$ cat src/rtl/cache_evict_wb_pkg.sv
// Shared definitions for the cache eviction/writeback engine.
//   - line geometry (line width, bus beat width, byte-offset bits)
//   - derived beat count and beat-counter width
//   - FSM state type
package cache_evict_wb_pkg;

    localparam int unsigned LINELEN    = 512;
    localparam int unsigned BEATLEN    = 64;
    localparam int unsigned OFFSETLEN  = 6;
    localparam int unsigned NBEATS     = LINELEN / BEATLEN;
    // A one-beat line still needs a 1-bit counter so the mux index is well formed.
    localparam int unsigned BEATCNTLEN = (NBEATS > 1) ? $clog2(NBEATS) : 1;

    typedef enum logic [2:0] {
        StIdle,
        StCapture,
        StWrite,
        StResp,
        StDone
    } evict_state_e;

endpackage

$ cat src/rtl/evict_linebuf.sv
// Victim line buffer with beat sequencer.
//   clk, reset  : clock, asynchronous active-low reset
//   load        : capture line_data into the buffer
//   line_data   : full victim line from the data array
//   advance     : current beat accepted, step to the next one
//   clear       : return the beat counter to 0
//   beat        : current beat (beat 0 = line LSBs)
//   last        : current beat is the final one of the line
module evict_linebuf
    import cache_evict_wb_pkg::*;
(
    input  logic               clk,
    input  logic               reset,
    input  logic               load,
    input  logic [LINELEN-1:0] line_data,
    input  logic               advance,
    input  logic               clear,
    output logic [BEATLEN-1:0] beat,
    output logic               last
);

    logic [LINELEN-1:0]    line_q, line_d;
    logic [BEATCNTLEN-1:0] cnt_q, cnt_d;

    assign last = (cnt_q == BEATCNTLEN'(NBEATS - 1));
    assign beat = line_q[int'(cnt_q) * BEATLEN +: BEATLEN];

    always_comb begin
        line_d = line_q;
        cnt_d  = cnt_q;
        if (load) begin
            line_d = line_data;
        end
        if (clear) begin
            cnt_d = '0;
        end else if (advance && !last) begin
            // Counter parks on the final beat; the FSM leaves WRITE on that acceptance.
            cnt_d = cnt_q + 1'b1;
        end
    end

    always_ff @(posedge clk or negedge reset) begin
        if (!reset) begin
            line_q <= '0;
            cnt_q  <= '0;
        end else begin
            line_q <= line_d;
            cnt_q  <= cnt_d;
        end
    end

endmodule

$ cat src/rtl/cache_evict_wb.sv
// Cache eviction/writeback engine.
// Accepts a victim (way, set, tag, dirty) from the cache controller, captures the
// line the cycle after, bursts dirty lines onto the bus write channel beat by beat,
// waits for the write response, then pulses a clear-valid strobe for the victim way.
//   clk, reset                      : clock, asynchronous active-low reset
//   EvictReq/Victim*/LineRdData     : request side from the cache controller
//   EvictBusy/EvictDone/EvictErr    : status back to the controller
//   ClearValidWay/ClearValidSet     : one-cycle clear-valid strobe to tag/valid arrays
//   BusAdr/BusW*/BusB*              : bus write data and response channels
module cache_evict_wb
    import cache_evict_wb_pkg::*;
#(
    parameter int unsigned NUMWAYS = 4,
    parameter int unsigned SETLEN  = 7,
    parameter int unsigned TAGLEN  = 19,
    localparam int unsigned PA_BITS = TAGLEN + SETLEN + OFFSETLEN
) (
    input  logic               clk,
    input  logic               reset,
    input  logic               EvictReq,
    input  logic [NUMWAYS-1:0] VictimWay,
    input  logic               VictimDirty,
    input  logic [TAGLEN-1:0]  VictimTag,
    input  logic [SETLEN-1:0]  VictimSet,
    input  logic [LINELEN-1:0] LineRdData,
    output logic               EvictBusy,
    output logic               EvictDone,
    output logic               EvictErr,
    output logic [NUMWAYS-1:0] ClearValidWay,
    output logic [SETLEN-1:0]  ClearValidSet,
    output logic [PA_BITS-1:0] BusAdr,
    output logic [BEATLEN-1:0] BusWData,
    output logic               BusWValid,
    output logic               BusWLast,
    input  logic               BusWReady,
    input  logic               BusBValid,
    input  logic               BusBErr
);

    evict_state_e       state_q, state_d;
    logic [NUMWAYS-1:0] way_q, way_d;
    logic [SETLEN-1:0]  set_q, set_d;
    logic [TAGLEN-1:0]  tag_q, tag_d;
    logic               dirty_q, dirty_d;
    logic               err_q, err_d;

    logic               buf_load;
    logic               buf_advance;
    logic               buf_clear;
    logic [BEATLEN-1:0] buf_beat;
    logic               buf_last;

    evict_linebuf u_linebuf (
        .clk       (clk),
        .reset     (reset),
        .load      (buf_load),
        .line_data (LineRdData),
        .advance   (buf_advance),
        .clear     (buf_clear),
        .beat      (buf_beat),
        .last      (buf_last)
    );

    // Next-state and buffer control.
    always_comb begin
        state_d     = state_q;
        way_d       = way_q;
        set_d       = set_q;
        tag_d       = tag_q;
        dirty_d     = dirty_q;
        err_d       = err_q;
        buf_load    = 1'b0;
        buf_advance = 1'b0;
        buf_clear   = 1'b0;

        unique case (state_q)
            StIdle: begin
                if (EvictReq) begin
                    way_d   = VictimWay;
                    set_d   = VictimSet;
                    tag_d   = VictimTag;
                    dirty_d = VictimDirty;
                    err_d   = 1'b0;
                    state_d = StCapture;
                end
            end
            StCapture: begin
                buf_load = 1'b1;
                state_d  = dirty_q ? StWrite : StDone;
            end
            StWrite: begin
                if (BusWReady) begin
                    buf_advance = 1'b1;
                    if (buf_last) begin
                        state_d = StResp;
                    end
                end
            end
            StResp: begin
                if (BusBValid) begin
                    err_d   = BusBErr;
                    state_d = StDone;
                end
            end
            StDone: begin
                buf_clear = 1'b1;
                state_d   = StIdle;
            end
            default: begin
                state_d = StIdle;
            end
        endcase
    end

    // Outputs decode straight from registered state so they are glitch-free per cycle.
    always_comb begin
        EvictBusy     = (state_q != StIdle);
        EvictDone     = (state_q == StDone);
        EvictErr      = (state_q == StDone) && err_q;
        // A failed writeback leaves the line valid so the dirty data is not lost.
        ClearValidWay = ((state_q == StDone) && !err_q) ? way_q : '0;
        ClearValidSet = (state_q == StDone) ? set_q : '0;
        BusAdr        = {tag_q, set_q, {OFFSETLEN{1'b0}}};
        BusWValid     = (state_q == StWrite);
        BusWData      = (state_q == StWrite) ? buf_beat : '0;
        BusWLast      = (state_q == StWrite) && buf_last;
    end

    always_ff @(posedge clk or negedge reset) begin
        if (!reset) begin
            state_q <= StIdle;
            way_q   <= '0;
            set_q   <= '0;
            tag_q   <= '0;
            dirty_q <= 1'b0;
            err_q   <= 1'b0;
        end else begin
            state_q <= state_d;
            way_q   <= way_d;
            set_q   <= set_d;
            tag_q   <= tag_d;
            dirty_q <= dirty_d;
            err_q   <= err_d;
        end
    end

endmodule

$ cat config.mk
export PLATFORM = sky130hd
export DESIGN_NAME = cache_evict_wb
export DESIGN_NICKNAME = d
export VERILOG_FILES = /design/src/rtl/cache_evict_wb_pkg.sv /design/src/rtl/evict_linebuf.sv /design/src/rtl/cache_evict_wb.sv
export SDC_FILE = /design/constraint.sdc
export NUM_CORES = 1
export LEC_CHECK = 0
export ABC_AREA = 1
export CAP_MARGIN = 25
export CORE_AREA = 2 2 254 256
export CTS_BUF_LIST = sky130_fd_sc_hd__clkbuf_8 sky130_fd_sc_hd__clkbuf_16
export DETAILED_ROUTE_END_ITERATION = 12
export DIE_AREA = 0 0 256 258
export GPL_TIMING_DRIVEN = 0
export PLACE_DENSITY_LB_ADDON = 0.15
export SLEW_MARGIN = 20
export SYNTH_ARGS = -nofsm -noshare
export SYNTH_HDL_FRONTEND = slang
export SYNTH_SLANG_ARGS = --single-unit
$ cat constraint.sdc
create_clock -name clk -period 2.82 [get_ports clk]
set_input_delay 0.846 -clock clk [delete_from_list [all_inputs] [get_ports clk]]
set_output_delay 0.846 -clock clk [all_outputs]
set_load 0.01 [all_outputs]
---- Yosys cells after proc, flatten, opt, wreduce, memory -nomap -nowiden ----
Index checks and enable logic that the tools add are counted.
word-level totals
  flip-flop bits (word level) ............. 550
  bits in latches ......................... 0
  RAM bits ................................ 0
  memory bits (read-only) ................. 0
  input port bits ......................... 549
  output and inout bits ................... 112
  logic and storage cells ................. 50
  memories kept ........................... 0
cells by class
  add/sub/neg operators ................... 1
  multipliers ............................. 0
  div/mod/pow operators ................... 0
  $lt $le $gt $ge ......................... 0
  equal/unequal tests ..................... 9
  shifts and indexed selects .............. 1
  muxes and demuxes ....................... 18
  bitwise logic cells ..................... 0
  reductions and logical operators ........ 13
operator list
  kind                                            number
  variable part select 512 x 10 -> 64 bit         1
  two-way mux 64 bit                              1
  two-way mux 3 bit                               7
  one-hot mux 3 bit (4 select lines)              1
  two-way mux 7 bit                               1
  == test 3 x 2 -> 1 bit (second input constant)  2
  == test 3 bit (second input constant)           2
  two-way mux 1 bit                               6
  logical AND 1 bit                               4
  two-way mux 4 bit                               1
  != test 2 x 1 -> 1 bit (second input constant)  2
  != test 2 bit (second input constant)           2
  AND reduction 4 bit                             1
  nonzero test 2 bit                              2
  adder 3 x 1 -> 3 bit (second input constant)    1
  == test 3 x 1 -> 1 bit (second input constant)  1
  logical NOT 3 bit                               1
  AND reduction 3 bit                             1
  nonzero test 3 bit                              1
  logical NOT 1 bit                               2
  one-hot mux 1 bit (2 select lines)              1
  AND reduction 2 bit                             1

---- Logic depth before layout (Yosys ltp) ----
  word-level depth ........................ 5
  mapped depth ............................ 9
  gate-level depth less buffers ........... 8

---- Hierarchy ----
From an unflattened synthesis, not the netlist that was laid out.
unflattened totals
  cells, all modules ...................... 3695
  area total of the unflattened synthesis .. 27164.8 µm²
modules (own cells, without submodules)
  module          instances  cells each  area an instance (µm²)  sequential area each (µm²)
  evict_linebuf   1          3367        25052.8                 12887.4
  cache_evict_wb  1          328         2112.0                  875.8

---- Worst setup path before layout ----
Ideal clock, no wire load.
  path type ............................... reg2out
  start point ............................. register state_q[2]
  end point ............................... output port BusWData[10]
  arrival time ............................ 1303 ps
  data required time ...................... 1974 ps
  slack ................................... 671 ps
  cell stages (with the launch flop) ...... 8
  path buffers ............................ 2
  cells stage by stage .................... dfrtp_1 > nor2_2 > nand2_1 > inv_2 > buf_6 > buf_4 > nand2_1 > nor2_1
on the way
  cells in the longest elaborated chain, start to end .. 2
ends and longest elaborated chain
  what                    RTL line               RTL
  start, declared         cache_evict_wb.sv:40   evict_state_e state_q, state_d;
  start signal, assigned  cache_evict_wb.sv:131  state_q <= StIdle;
  start signal, assigned  cache_evict_wb.sv:138  state_q <= state_d;
  == test 3 x 2 -> 1 bit  cache_evict_wb.sv:125  BusWData = (state_q == StWrite) ? buf_beat : '0;
  two-way mux 64 bit      cache_evict_wb.sv:125
  end, declared           cache_evict_wb.sv:32   output logic [BEATLEN-1:0] BusWData,
No other way between the ends.

---- Final worst setup path ----
  start point ............................. register u_linebuf.cnt_q[0]
  end point ............................... output port BusWData[14]
on the way
  cells in the longest elaborated chain, start to end .. 2
ends and longest elaborated chain
  what                                     RTL line               RTL
  start, declared                          evict_linebuf.sv:23    logic [BEATCNTLEN-1:0] cnt_q, cnt_d;
  start signal, assigned                   evict_linebuf.sv:48    cnt_q <= cnt_d;
  variable part select 512 x 10 -> 64 bit  evict_linebuf.sv:26    assign beat = line_q[int'(cnt_q) * BEATLEN +: BEATLEN];
  two-way mux 64 bit                       cache_evict_wb.sv:125
No other way between the ends.

==> qor.csv <==
stage;metric;value;unit
status;status;finished, violations left;
status;violations;negative setup slack;
logic_synthesis;yosysSeqAreaShare;51.3;%
power;pwr-share-comb;52.2;%
route;top_layer;met5;
floorplan;die_y;258;um
run;maxCapViolCount;0;
setup_path;r2r_setup_slack;0.81;ns
clocking;clockRootBuffer;clkbuf_16;
power;switching_share;44.5;%
setup_path;worstReg2RegStart;state_q[2]$_DFFE_PN0P_;
power;power.switching;20.0;mW
timing;report.final.hold_viol_count;0;
timing;min_period;3.30;ns
route;drc_errors;0;
place;dpl_cell_area;34700;um^2
logic_synthesis;synthCells;3764;
place;place_inst;5284;
finish;syn_to_final_growth;44.0;%
power;ir_drop;0.538;mV
global_route;grt_overflow;0;
floorplan;start_util;42.2;%
route;routed-wl-met3;6.95;mm
place;dpl.hpwl;82.1;mm
global_route;grt_max_degree;95;
floorplan;core;63600;um^2
setup_path;r2r_cells;6;
hold_path;hold_path_class;in -> async;
power;finalPower;44.9;mW
floorplan;fp.dieW;256;um
route;drt_first_pass_iters;6;
logic_synthesis;yosys_warnings;0;
finish;fin_area;38700;um^2
floorplan;placement_rows;93;
finish;nNetsFinal;5059;
timing;worst_slack;-0.480;ns
route;antenna_left;0;
clocking;cts.sinks;550;
setup_path;startpoint_type;flip-flop;
route;dr_total_vias;26644;
finish;final_core_util;60.8;%
clocking;cts_buffer_depth;3;
clocking;tritoncts;yes;
logic_synthesis;synth_seq_cells;550;
logic_synthesis;syn_avg_cell_area;7.13;um^2
route;wl;109;mm
finish;fin_cells;5432;
power;p_int;24.9;mW
place;post-place-ws;-0.873;ns
power;power.static_leakage;18.7;nW
setup_path;rr_endpoint;u_linebuf.line_q[325]$_DFFE_PN0N_;
power;powerDensity;1160;nW/um^2
timing;worst_slew_pin_slew;0.597;ns
global_route;antenna_found_initial;28;
timing;hold_slack;0.0981;ns
setup_path;critPathRequiredTime;1.97;ns
global_route;grt_pass1_vias;25710;
clocking;cts_made_buffers;60;
route;post_drt_wl_per_cell;20.1;um
place;io_buffers;654;
timing;maxSlewViolCount;0;
floorplan;die_area;66000;um^2
clocking;clkTransAtPathRegs;0.07;ns
timing;finClkSkew;0.0282;ns
floorplan;io_pins;661;
place;globalplace.congestion;0.943;
route;met2_wirelength;51.8;mm
setup_path;end_kind;primary output;
timing;setup_tns;-24.09;ns
clocking;clk_latency;0.65;ns
power;clkPwrFrac;17.9;%
route;vias_per_cell;4.91;
power;power_frac_seq;29.9;%
timing;slew_headroom;60.2;%
logic_synthesis;ys_types;22;
timing;rsz0062_at_grt;yes;
route;drt_iter0_drc;2175;
timing;timing.fmax;303;MHz
setup_path;critPathArrivalTime;2.45;ns
route;drt-met1-wl;46.4;mm
setup_path;critPathMaxFanout;10;
timing;fin_crit_sh;117;%
global_route;grt.total_usage;31.6;%
logic_synthesis;syn_area;26800;um^2
global_route;grt_pass1_wl;156;mm
timing;finalSetupViolations;64;
clocking;cts-htree-levels;2;
finish;nFillCells;5940;
setup_path;worstSetupPathType;reg -> out;
finish;drive_above_1_share;14.4;%
## kinds of logic (layout without fill, tap and decap cells)
kind of cell               Yosys count  after routing  synth area share, %
AOI/OAI and AO/OA                  353            353                 6.58
adders and majority gates            2              2               0.0932
buffers and inverters              599           1384                 9.74
DFF                                550            550                 51.3
other                                1             29               0.0140
and+or+nand+nor                   2259           2259                 32.3
## power groups by stage
stage / combinational (mW) / clock (mW) / sequential [mW]
2_1_floorplan: 12.4 / 0 / 13.0
3_3_place_gp: 19.7 / 0 / 13.4
6_report: 23.4 / 8.03 / 13.4
4_1_cts: 21.4 / 8.06 / 13.2
3_5_place_dp: 20.0 / 0 / 13.3
5_1_grt: 25.8 / 8.38 / 13.8
## registers in the layout (all words and copies together) (netlist names)
signal and count:
u_linebuf.cnt_q 3, err_q 1, dirty_q 1, state_q 3, way_q 4, tag_q 19, u_linebuf.line_q 512, set_q 7
## Yosys cell counts, drive strengths merged
cell,n,share of area (%)
nand3,140,2.6
clkbuf,72,1.0
o21ai,342,6.4
nor3,1,0.019
buf,161,3.6
conb,1,0.014
ha,2,0.093
nor2,542,7.6
inv,366,5.1
a21oi,11,0.21
nand3b,1,0.028
nand2,1575,22
dfrtp,550,51
## metal layers
layer / global-route usage, % / vias to the layer above
met2: 51.2 / 982
met5: 0 / -
met3: 5.15 / 190
met4: 12.6 / 10
met1: 42.5 / 12646
li1: - / 12816
## placed cells by master (no fill, tap or decap), drive strengths merged, types with 3 or more instances in the layout
master         synthesis  routed
a21oi                 11      11
buf                  161     241
bufinv                 0       3
clkbuf                72     166
clkdlybuf4s15          0       6
clkdlybuf4s50          0     573
clkinv                 0      13
conb                   1       6
dfrtp                550     550
diode                  0      23
inv                  366     380
nand2               1575    1575
nand3                140     140
nor2                 542     542
o21ai                342     342
## worst max path at each step
stage                                               from                                end  slack, ns  depth (start not counted)
after detailed placement  u_linebuf.cnt_q[0]$_DFFE_PN0P_                       BusWData[12]      -0.87                         10
final                     u_linebuf.cnt_q[0]$_DFFE_PN0P_                       BusWData[14]      -0.48                         10
after global routing      u_linebuf.cnt_q[0]$_DFFE_PN0P_                       BusWData[14]      -0.51                         10
after global placement                             reset  u_linebuf.line_q[174]$_DFFE_PN0N_     -24.35                          1
after floorplan                   state_q[2]$_DFFE_PN0P_                       BusWData[10]       0.67                          7
after CTS                 u_linebuf.cnt_q[0]$_DFFE_PN0P_                       BusWData[10]      -0.51                         10
## critical path, stage by stage, from the launching register on
cell and delay [ns]:
dfrtp_2 0.48, buf_12 0.19, clkbuf_16 0.19, buf_12 0.15, nor2_1 0.09, nor2_1 0.05, nand2_1 0.08, nand2_2 0.10
nor2_4 0.22, nor2_2 0.07, buf_2 0.14
## cell type report
| cell class | count | area [um^2] | area share, % |
|---|---|---|---|
| Antenna cell | 23 | 57.6 | 0.149 |
| Buffer | 233 | 1900 | 4.91 |
| Clock buffer | 78 | 1750 | 4.52 |
| Clock inverter | 30 | 240 | 0.621 |
| Inverter | 366 | 1380 | 3.57 |
| Multi-Input combinational cell | 2620 | 11700 | 30.2 |
| Sequential cell | 550 | 13800 | 35.6 |
| Tap cell | 855 | 1070 | 2.77 |
| Timing Repair Buffer | 677 | 6840 | 17.7 |
## what timing repair did
action	in CTS	in global routing
gates cloned	0	12
pin swaps	11	142
endpoints found under the setup margin	80	77
hold buffers	0	0
setup buffers	3	2
resized for setup	479	428
(Power assumes the default switching activity.)
